==> src/rtl/wb_dsp_vector_engine.sv <==
// Wishbone classic bus-master vector engine.
// Fetches a 4-word descriptor (A base, B base, C base, length), streams A and B,
// applies the latched op and writes C back (or a single MAC result to C base).
// Each transfer holds stb until ack/err/rty; cyc/stb drop for one cycle between transfers.
//
// state  | meaning
// IDLE   | waiting for a start edge
// DESC   | reading the four descriptor words
// RD_A   | reading A[i]
// RD_B   | reading B[i] (skipped for COPY)
// EXEC   | one-cycle arithmetic on the captured operands
// WR_C   | writing C[i] (or the MAC sum once)
// DONE   | one cycle to flag completion, then IDLE
module wb_dsp_vector_engine #(
    parameter int dw        = 32,
    parameter int aw        = 32,
    parameter int LEN_W     = 16,
    parameter int RETRY_MAX = 3
) (
    input  logic          wb_clk,
    input  logic          wb_rst_n,
    output logic [aw-1:0] wb_adr_o,
    output logic [dw-1:0] wb_dat_o,
    output logic [3:0]    wb_sel_o,
    output logic          wb_we_o,
    output logic          wb_cyc_o,
    output logic          wb_stb_o,
    output logic [2:0]    wb_cti_o,
    output logic [1:0]    wb_bte_o,
    input  logic [dw-1:0] wb_dat_i,
    input  logic          wb_ack_i,
    input  logic          wb_err_i,
    input  logic          wb_rty_i,
    input  logic [dw-1:0] equation_address_reg,
    input  logic [dw-1:0] control_reg,
    output logic [dw-1:0] status_reg
);

    localparam logic [7:0] OP_ADD  = 8'd0;
    localparam logic [7:0] OP_SUB  = 8'd1;
    localparam logic [7:0] OP_MUL  = 8'd2;
    localparam logic [7:0] OP_MAC  = 8'd3;
    localparam logic [7:0] OP_COPY = 8'd4;
    localparam int RW = $clog2(RETRY_MAX + 2);

    typedef enum logic [2:0] {
        S_IDLE, S_DESC, S_RD_A, S_RD_B, S_EXEC, S_WR_C, S_DONE
    } state_t;

    state_t state, state_nxt, ack_nxt;

    logic             start_q, stop_q, stop_pend;
    logic [7:0]       op_q;
    logic [aw-1:0]    desc_base, a_base, b_base, c_base;
    logic [LEN_W-1:0] len_q, elem_idx, idx_inc;
    logic [1:0]       desc_idx;
    logic [dw-1:0]    a_val, b_val, acc, result_q, prod, exec_val;
    logic [RW-1:0]    retry_cnt;
    logic [15:0]      cnt;
    logic             stb_q, we_q;
    logic [aw-1:0]    adr_q, issue_adr, idx_off, desc_off;
    logic [dw-1:0]    dat_q;
    logic             done_q, err_q, abort_q;

    logic start_rise, stop_rise, stop_req, op_ok, is_mac, is_copy, last_elem, ack_hit;
    logic accept, bad_op, issue, set_err, set_abort, set_done, retry_inc, do_exec;

    logic unused_ctrl;
    assign unused_ctrl = &{1'b0, control_reg[dw-1:16], control_reg[7:2]};

    assign start_rise = control_reg[0] & ~start_q;
    assign stop_rise  = control_reg[1] & ~stop_q;
    assign stop_req   = stop_pend | stop_rise;
    assign op_ok      = control_reg[15:8] <= OP_COPY;
    assign is_mac     = op_q == OP_MAC;
    assign is_copy    = op_q == OP_COPY;
    assign idx_inc    = elem_idx + LEN_W'(1);
    assign last_elem  = idx_inc == len_q;
    assign ack_hit    = stb_q & wb_ack_i;
    assign idx_off    = aw'(elem_idx) << 2;
    assign desc_off   = aw'(desc_idx) << 2;
    assign prod       = a_val * b_val;

    // Arithmetic result for the current element (all modulo 2^dw)
    always_comb begin
        exec_val = a_val;
        case (op_q)
            OP_ADD:  exec_val = a_val + b_val;
            OP_SUB:  exec_val = a_val - b_val;
            OP_MUL:  exec_val = prod;
            OP_MAC:  exec_val = acc + prod;
            default: exec_val = a_val;
        endcase
    end

    // Where an acked transfer leads, and the address of the next transfer to issue
    always_comb begin
        ack_nxt   = state;
        issue_adr = '0;
        case (state)
            S_IDLE: issue_adr = aw'(equation_address_reg);
            S_DESC: begin
                issue_adr = desc_base + desc_off;
                if (desc_idx == 2'd3)
                    ack_nxt = (wb_dat_i[LEN_W-1:0] == '0) ? S_DONE : S_RD_A;
            end
            S_RD_A: begin
                issue_adr = a_base + idx_off;
                ack_nxt   = is_copy ? S_EXEC : S_RD_B;
            end
            S_RD_B: begin
                issue_adr = b_base + idx_off;
                ack_nxt   = S_EXEC;
            end
            S_WR_C: begin
                issue_adr = is_mac ? c_base : c_base + idx_off;
                ack_nxt   = (is_mac || last_elem) ? S_DONE : S_RD_A;
            end
            default: ;
        endcase
    end

    // Next-state and control strobes
    always_comb begin
        state_nxt = state;
        accept    = 1'b0;
        bad_op    = 1'b0;
        issue     = 1'b0;
        set_err   = 1'b0;
        set_abort = 1'b0;
        set_done  = 1'b0;
        retry_inc = 1'b0;
        do_exec   = 1'b0;
        case (state)
            S_IDLE: begin
                if (start_rise && !stop_rise) begin
                    if (op_ok) begin
                        accept    = 1'b1;
                        issue     = 1'b1;
                        state_nxt = S_DESC;
                    end else begin
                        bad_op = 1'b1;
                    end
                end
            end
            S_DONE: begin
                set_done  = 1'b1;
                state_nxt = S_IDLE;
            end
            default: begin
                if (ack_hit) begin
                    if (stop_req) begin
                        set_abort = 1'b1;
                        state_nxt = S_IDLE;
                    end else begin
                        state_nxt = ack_nxt;
                    end
                end else if (stb_q && wb_err_i) begin
                    set_err   = 1'b1;
                    set_abort = stop_req;
                    state_nxt = S_IDLE;
                end else if (stb_q && wb_rty_i) begin
                    if (stop_req) begin
                        set_abort = 1'b1;
                        state_nxt = S_IDLE;
                    end else if (retry_cnt == RW'(RETRY_MAX)) begin
                        set_err   = 1'b1;
                        state_nxt = S_IDLE;
                    end else begin
                        retry_inc = 1'b1;
                    end
                end else if (stb_q) begin
                    state_nxt = state;
                end else if (stop_req) begin
                    set_abort = 1'b1;
                    state_nxt = S_IDLE;
                end else if (state == S_EXEC) begin
                    do_exec   = 1'b1;
                    state_nxt = (is_mac && !last_elem) ? S_RD_A : S_WR_C;
                end else begin
                    issue = 1'b1;
                end
            end
        endcase
    end

    // State register
    always_ff @(posedge wb_clk or negedge wb_rst_n) begin
        if (!wb_rst_n) state <= S_IDLE;
        else           state <= state_nxt;
    end

    // Bus master registers, descriptor capture, datapath and sticky status
    always_ff @(posedge wb_clk or negedge wb_rst_n) begin
        if (!wb_rst_n) begin
            start_q   <= 1'b0;
            stop_q    <= 1'b0;
            stop_pend <= 1'b0;
            op_q      <= '0;
            desc_base <= '0;
            a_base    <= '0;
            b_base    <= '0;
            c_base    <= '0;
            len_q     <= '0;
            elem_idx  <= '0;
            desc_idx  <= '0;
            a_val     <= '0;
            b_val     <= '0;
            acc       <= '0;
            result_q  <= '0;
            retry_cnt <= '0;
            cnt       <= '0;
            stb_q     <= 1'b0;
            we_q      <= 1'b0;
            adr_q     <= '0;
            dat_q     <= '0;
            done_q    <= 1'b0;
            err_q     <= 1'b0;
            abort_q   <= 1'b0;
        end else begin
            start_q <= control_reg[0];
            stop_q  <= control_reg[1];

            if (state_nxt == S_IDLE) stop_pend <= 1'b0;
            else if (stop_rise)      stop_pend <= 1'b1;

            if (issue) begin
                stb_q <= 1'b1;
                adr_q <= issue_adr;
                we_q  <= state == S_WR_C;
                dat_q <= (state == S_WR_C) ? result_q : '0;
            end else if (stb_q && (wb_ack_i || wb_err_i || wb_rty_i)) begin
                stb_q <= 1'b0;
            end

            if (retry_inc)    retry_cnt <= retry_cnt + RW'(1);
            else if (ack_hit) retry_cnt <= '0;

            if (accept) begin
                op_q      <= control_reg[15:8];
                desc_base <= issue_adr;
                desc_idx  <= '0;
                elem_idx  <= '0;
                acc       <= '0;
                cnt       <= '0;
                retry_cnt <= '0;
                done_q    <= 1'b0;
                err_q     <= 1'b0;
                abort_q   <= 1'b0;
            end

            if (ack_hit) begin
                case (state)
                    S_DESC: begin
                        case (desc_idx)
                            2'd0:    a_base <= aw'(wb_dat_i);
                            2'd1:    b_base <= aw'(wb_dat_i);
                            2'd2:    c_base <= aw'(wb_dat_i);
                            default: len_q  <= wb_dat_i[LEN_W-1:0];
                        endcase
                        desc_idx <= desc_idx + 2'd1;
                    end
                    S_RD_A: a_val <= wb_dat_i;
                    S_RD_B: b_val <= wb_dat_i;
                    S_WR_C: begin
                        cnt <= cnt + 16'd1;
                        if (!is_mac) elem_idx <= idx_inc;
                    end
                    default: ;
                endcase
            end

            if (do_exec) begin
                result_q <= exec_val;
                if (is_mac) begin
                    acc      <= exec_val;
                    elem_idx <= idx_inc;
                end
            end

            if (bad_op || set_err) err_q <= 1'b1;
            if (set_abort)         abort_q <= 1'b1;
            if (set_done)          done_q <= 1'b1;
        end
    end

    assign wb_cyc_o = stb_q;
    assign wb_stb_o = stb_q;
    assign wb_sel_o = stb_q ? 4'hF : 4'h0;
    assign wb_we_o  = we_q;
    assign wb_adr_o = adr_q;
    assign wb_dat_o = dat_q;
    assign wb_cti_o = 3'b000;
    assign wb_bte_o = 2'b00;

    // Status word: active, done, error, aborted, elements written
    always_comb begin
        status_reg        = '0;
        status_reg[0]     = state != S_IDLE;
        status_reg[1]     = done_q;
        status_reg[2]     = err_q;
        status_reg[3]     = abort_q;
        status_reg[31:16] = cnt;
    end

endmodule

==> config.mk <==
export PLATFORM = sky130hd
export DESIGN_NAME = wb_dsp_vector_engine
export DESIGN_NICKNAME = d
export VERILOG_FILES = /design/src/rtl/wb_dsp_vector_engine.sv
export SDC_FILE = /design/constraint.sdc
export NUM_CORES = 2
export LEC_CHECK = 0
export BUFFER_PORTS_ARGS = -buffer_cell sky130_fd_sc_hd__buf_4
export CORE_AREA = 5 5 387 427
export CTS_CLUSTER_SIZE = 28
export DETAILED_ROUTE_END_ITERATION = 8
export DIE_AREA = 0 0 392 432
export GPL_TIMING_DRIVEN = 0
export PLACE_DENSITY = 0.43
export SETUP_SLACK_MARGIN = 0.05
export SYNTH_ARGS = -nofsm -noshare
export SYNTH_HDL_FRONTEND = slang
export SYNTH_SLANG_ARGS = --single-unit
==> constraint.sdc <==
create_clock -name wb_clk -period 11.4 [get_ports wb_clk]
set_input_delay 1.14 -clock wb_clk [delete_from_list [all_inputs] [get_ports wb_clk]]
set_output_delay 1.14 -clock wb_clk [all_outputs]
set_load 0.01 [all_outputs]
==> impl_metrics.yaml <==
synthesis:
  synth-seq-cells: 392
  synth.avg_cell_area_um2: 9.05
  synth_area_mm2: 0.0399
  yosysWarnings: 0
  yosysSeqAreaShare_pct: 24.6
  synth_top_area_share_pct: 24.6
  synth_top_area_cell: "dfrtp_1"
  yosysUniqueCellTypes: 80
  synth_cells: 4404
  ys.flop_type: "dfrtp_1"
  synthArstFlopShare_pct: 100
  synth_area_leaders: "dfrtp_1 25%, fa_1 21%, ha_1 7.2%"
  synth_edf_count: 0
floorplan:
  dieHeight_um: 432
  core_mm2: 0.160
  io_pins: 209
  die_width_um: 392
  die-area_mm2: 0.169
  num_rows: 154
  initial_core_util_pct: 24.9
placed_design:
  portBuffers: 169
  dp.cells: 6699
  dp_hpwl_um: 128000
  routabilityCongestion: 0.906
detailed_routing:
  routed_wl_um: 160000
  drt_iter0_drc: 2247
  drc: 0
  vias_per_cell: 4.85
  antenna_left: 0
  first_pass_iters: 5
  num_vias: 32900
  wl_per_cell_um: 23.6
pwr:
  power.density_mw_per_mm2: 98.3
  irDropWorstVdd_v: 0.000132
  total_power_w: 0.00449
  leakage_nw: 21.8
timing:
  finClkSkew_ps: 26.7
  rsz0062_at_grt: "false"
  worstMarginPinSlew_ps: 1310
  finalSetupViolations: 0
  hold_viol_final: 0
  max-slew-margin-rel_pct: 13.0
  fmax_mhz: 92.2
  finalCritPeriodShare_pct: 95.2
  slew_violations: 0
  period_minus_slack_ps: 10850
clock_network:
  numCtsBuffers: 47
  cts_tree: "yes"
  clock_sinks: 392
  root_buffer: "clkbuf_16"
  post_cts_buffers: 0
  htree_levels: 2
  clk_latency_ps: 630
  path_clk_slew_ps: 60
  cts_max_path_buffers: 3
grt:
  grt_pass1_vias: 34100
  grt_pass1_wl_um: 236000
  track_usage_pct: 18.7
  grt_max_degree: 99
  overflow: 0
  grt_antenna_before_repair: 20
critical_path:
  end_kind: "register"
  cp_common_cell: "fa_1"
  worstSetupPathType: "reg -> reg"
  ff2ff_setup_slack_ps: 550
  critical_path_buf_inv_count: 6
  start_kind: "register"
  slowest_delay_ps: 630
  worstPathRequired_ps: 11880
  r2r_end: "result_q[31]"
  slowest_stage: "clkbuf_1"
  reg2reg_depth: 34
  cp_top_family: "adder cells"
  rr_startpoint: "a_val[3]"
  critPathMaxFanout: 10
  cp.arrival_ps: 11320
layout:
  nNetsFinal: 5382
  drive_above_1_share_pct: 11.2
  synthToLayoutAreaGrowth_pct: 14.5
  finish.utilization_pct: 28.5
  layout.cells.non_filler: 6781
job:
  cap_violations: 0
hold_path:
  holdCritPathClass: "in -> async"
outcome:
  run_status: "finished, final reports clean"
-- through the flow --
step                instance area [um^2]  hold slack, ps  setup TNS [ps]  setup WS, ps
global route                       45600             373               0           108
detailed placement                 43900             457            -455          -372
finish                             45600             381               0           553
CTS                                45600             340               0          52.6
global placement                   43800             455            -605          -454
floorplan                          39900             444               0          2800
-- per-layer routing --
| metal | global-route usage, % | routed length, um |
|---|---|---|
| met2 | 32.0 | 77200 |
| met4 | 5.82 | 6080 |
| met5 | 0 | 21 |
| met3 | 2.13 | 7210 |
| met1 | 24.8 | 69800 |
-- cell type report --
type                       count  area, um^2
sequential                   392        9820
clock inverter                18         275
inverter                     449        1690
buffer                       267        1170
antenna                        3        7.51
tap                         2106        2640
clock buffer                  64        1350
multi-input combinational   3309       27300
timing repair buffer         173        1390
fill                       17300      114000
-- synth_stat cells (6+ instances only) --
cell / number
a2111oi_0: 9
o211ai_1: 15
a31oi_1: 25
nand3_1: 122
or2_2: 7
or4_1: 9
inv_1: 448
a21oi_1: 187
o21a_1: 35
o21ai_1: 12
o31ai_1: 29
xor2_1: 93
xnor2_1: 167
a22oi_1: 14
buf_4: 26
and3_1: 31
a211oi_1: 21
fa_1: 413
ha_1: 229
buf_1: 13
nor3_1: 50
mux2i_1: 33
nand2b_1: 22
and2_1: 296
o2111ai_1: 6
a22o_1: 6
a21o_1: 53
dfrtp_1: 392
nor2_1: 209
or3_1: 22
nor4_1: 10
a222oi_1: 6
mux2_2: 182
nand2_1: 608
a221oi_1: 13
nor2b_1: 25
o21ai_0: 199
nand4_1: 28
clkbuf_1: 228
o22ai_1: 13
o21bai_1: 12
and4_1: 6
-- what timing repair did --
| action | in CTS | in global routing |
|---|---|---|
| hold buffers | 0 | 0 |
| setup endpoints to repair | 2 | 2 |
| resized for setup | 8 | 73 |
| endpoints found under the hold margin | 0 | 0 |
-- state kept, by name, summed over array words and instances (netlist names), 32 cells and up --
register / flops
a_base: 32
a_val: 32
acc: 32
b_base: 32
b_val: 32
c_base: 32
desc_base: 32
result_q: 32
wb_adr_o: 32
wb_dat_o: 32
-- cells by family (layout without fill, tap and decap cells) --
family	Yosys count	after routing	synth area share, %
buf+inv	719	971	7.07
mux	215	215	5.97
flops	392	392	24.6
xor+xnor	260	260	5.71
fa+ha+maj	642	642	27.9
compound gates	715	715	11.3
other cells	1	20	0.00941
simple gates	1460	1460	17.4
-- worst max-delay path by stage --
stage / to / start / cells past startpoint / slack [ps]
after CTS: result_q[31] / b_val[10] / 34 / 50
final: result_q[31] / a_val[3] / 34 / 550
after global placement: result_q[31] / a_val[5] / 34 / -450
after floorplan: result_q[31] / b_val[7] / 34 / 2800
after detailed placement: result_q[31] / a_val[5] / 34 / -370
after global routing: result_q[31] / a_val[5] / 34 / 110
-- power by group --
group	leakage (nW)	total (W)	switching (W)	internal, W
logic	15.7	0.00125	0.000782	0.000468
registers	5.24	0.00161	0.000104	0.00150
clock network	0.799	0.00163	0.000681	0.000947
total	21.8	0.00449	0.00157	0.00292
-- placed cells by master (no fill, tap or decap), types with 187 or more instances in the layout --
cell type | Yosys | layout
nor2_1 | 209 | 209
dfrtp_1 | 392 | 387
o21ai_0 | 199 | 198
nand2_1 | 608 | 608
buf_4 | 26 | 194
a21oi_1 | 187 | 187
clkbuf_1 | 228 | 196
ha_1 | 229 | 229
inv_1 | 448 | 448
fa_1 | 413 | 413
and2_1 | 296 | 296
Note: power is estimated with default switching activity, not from simulation.
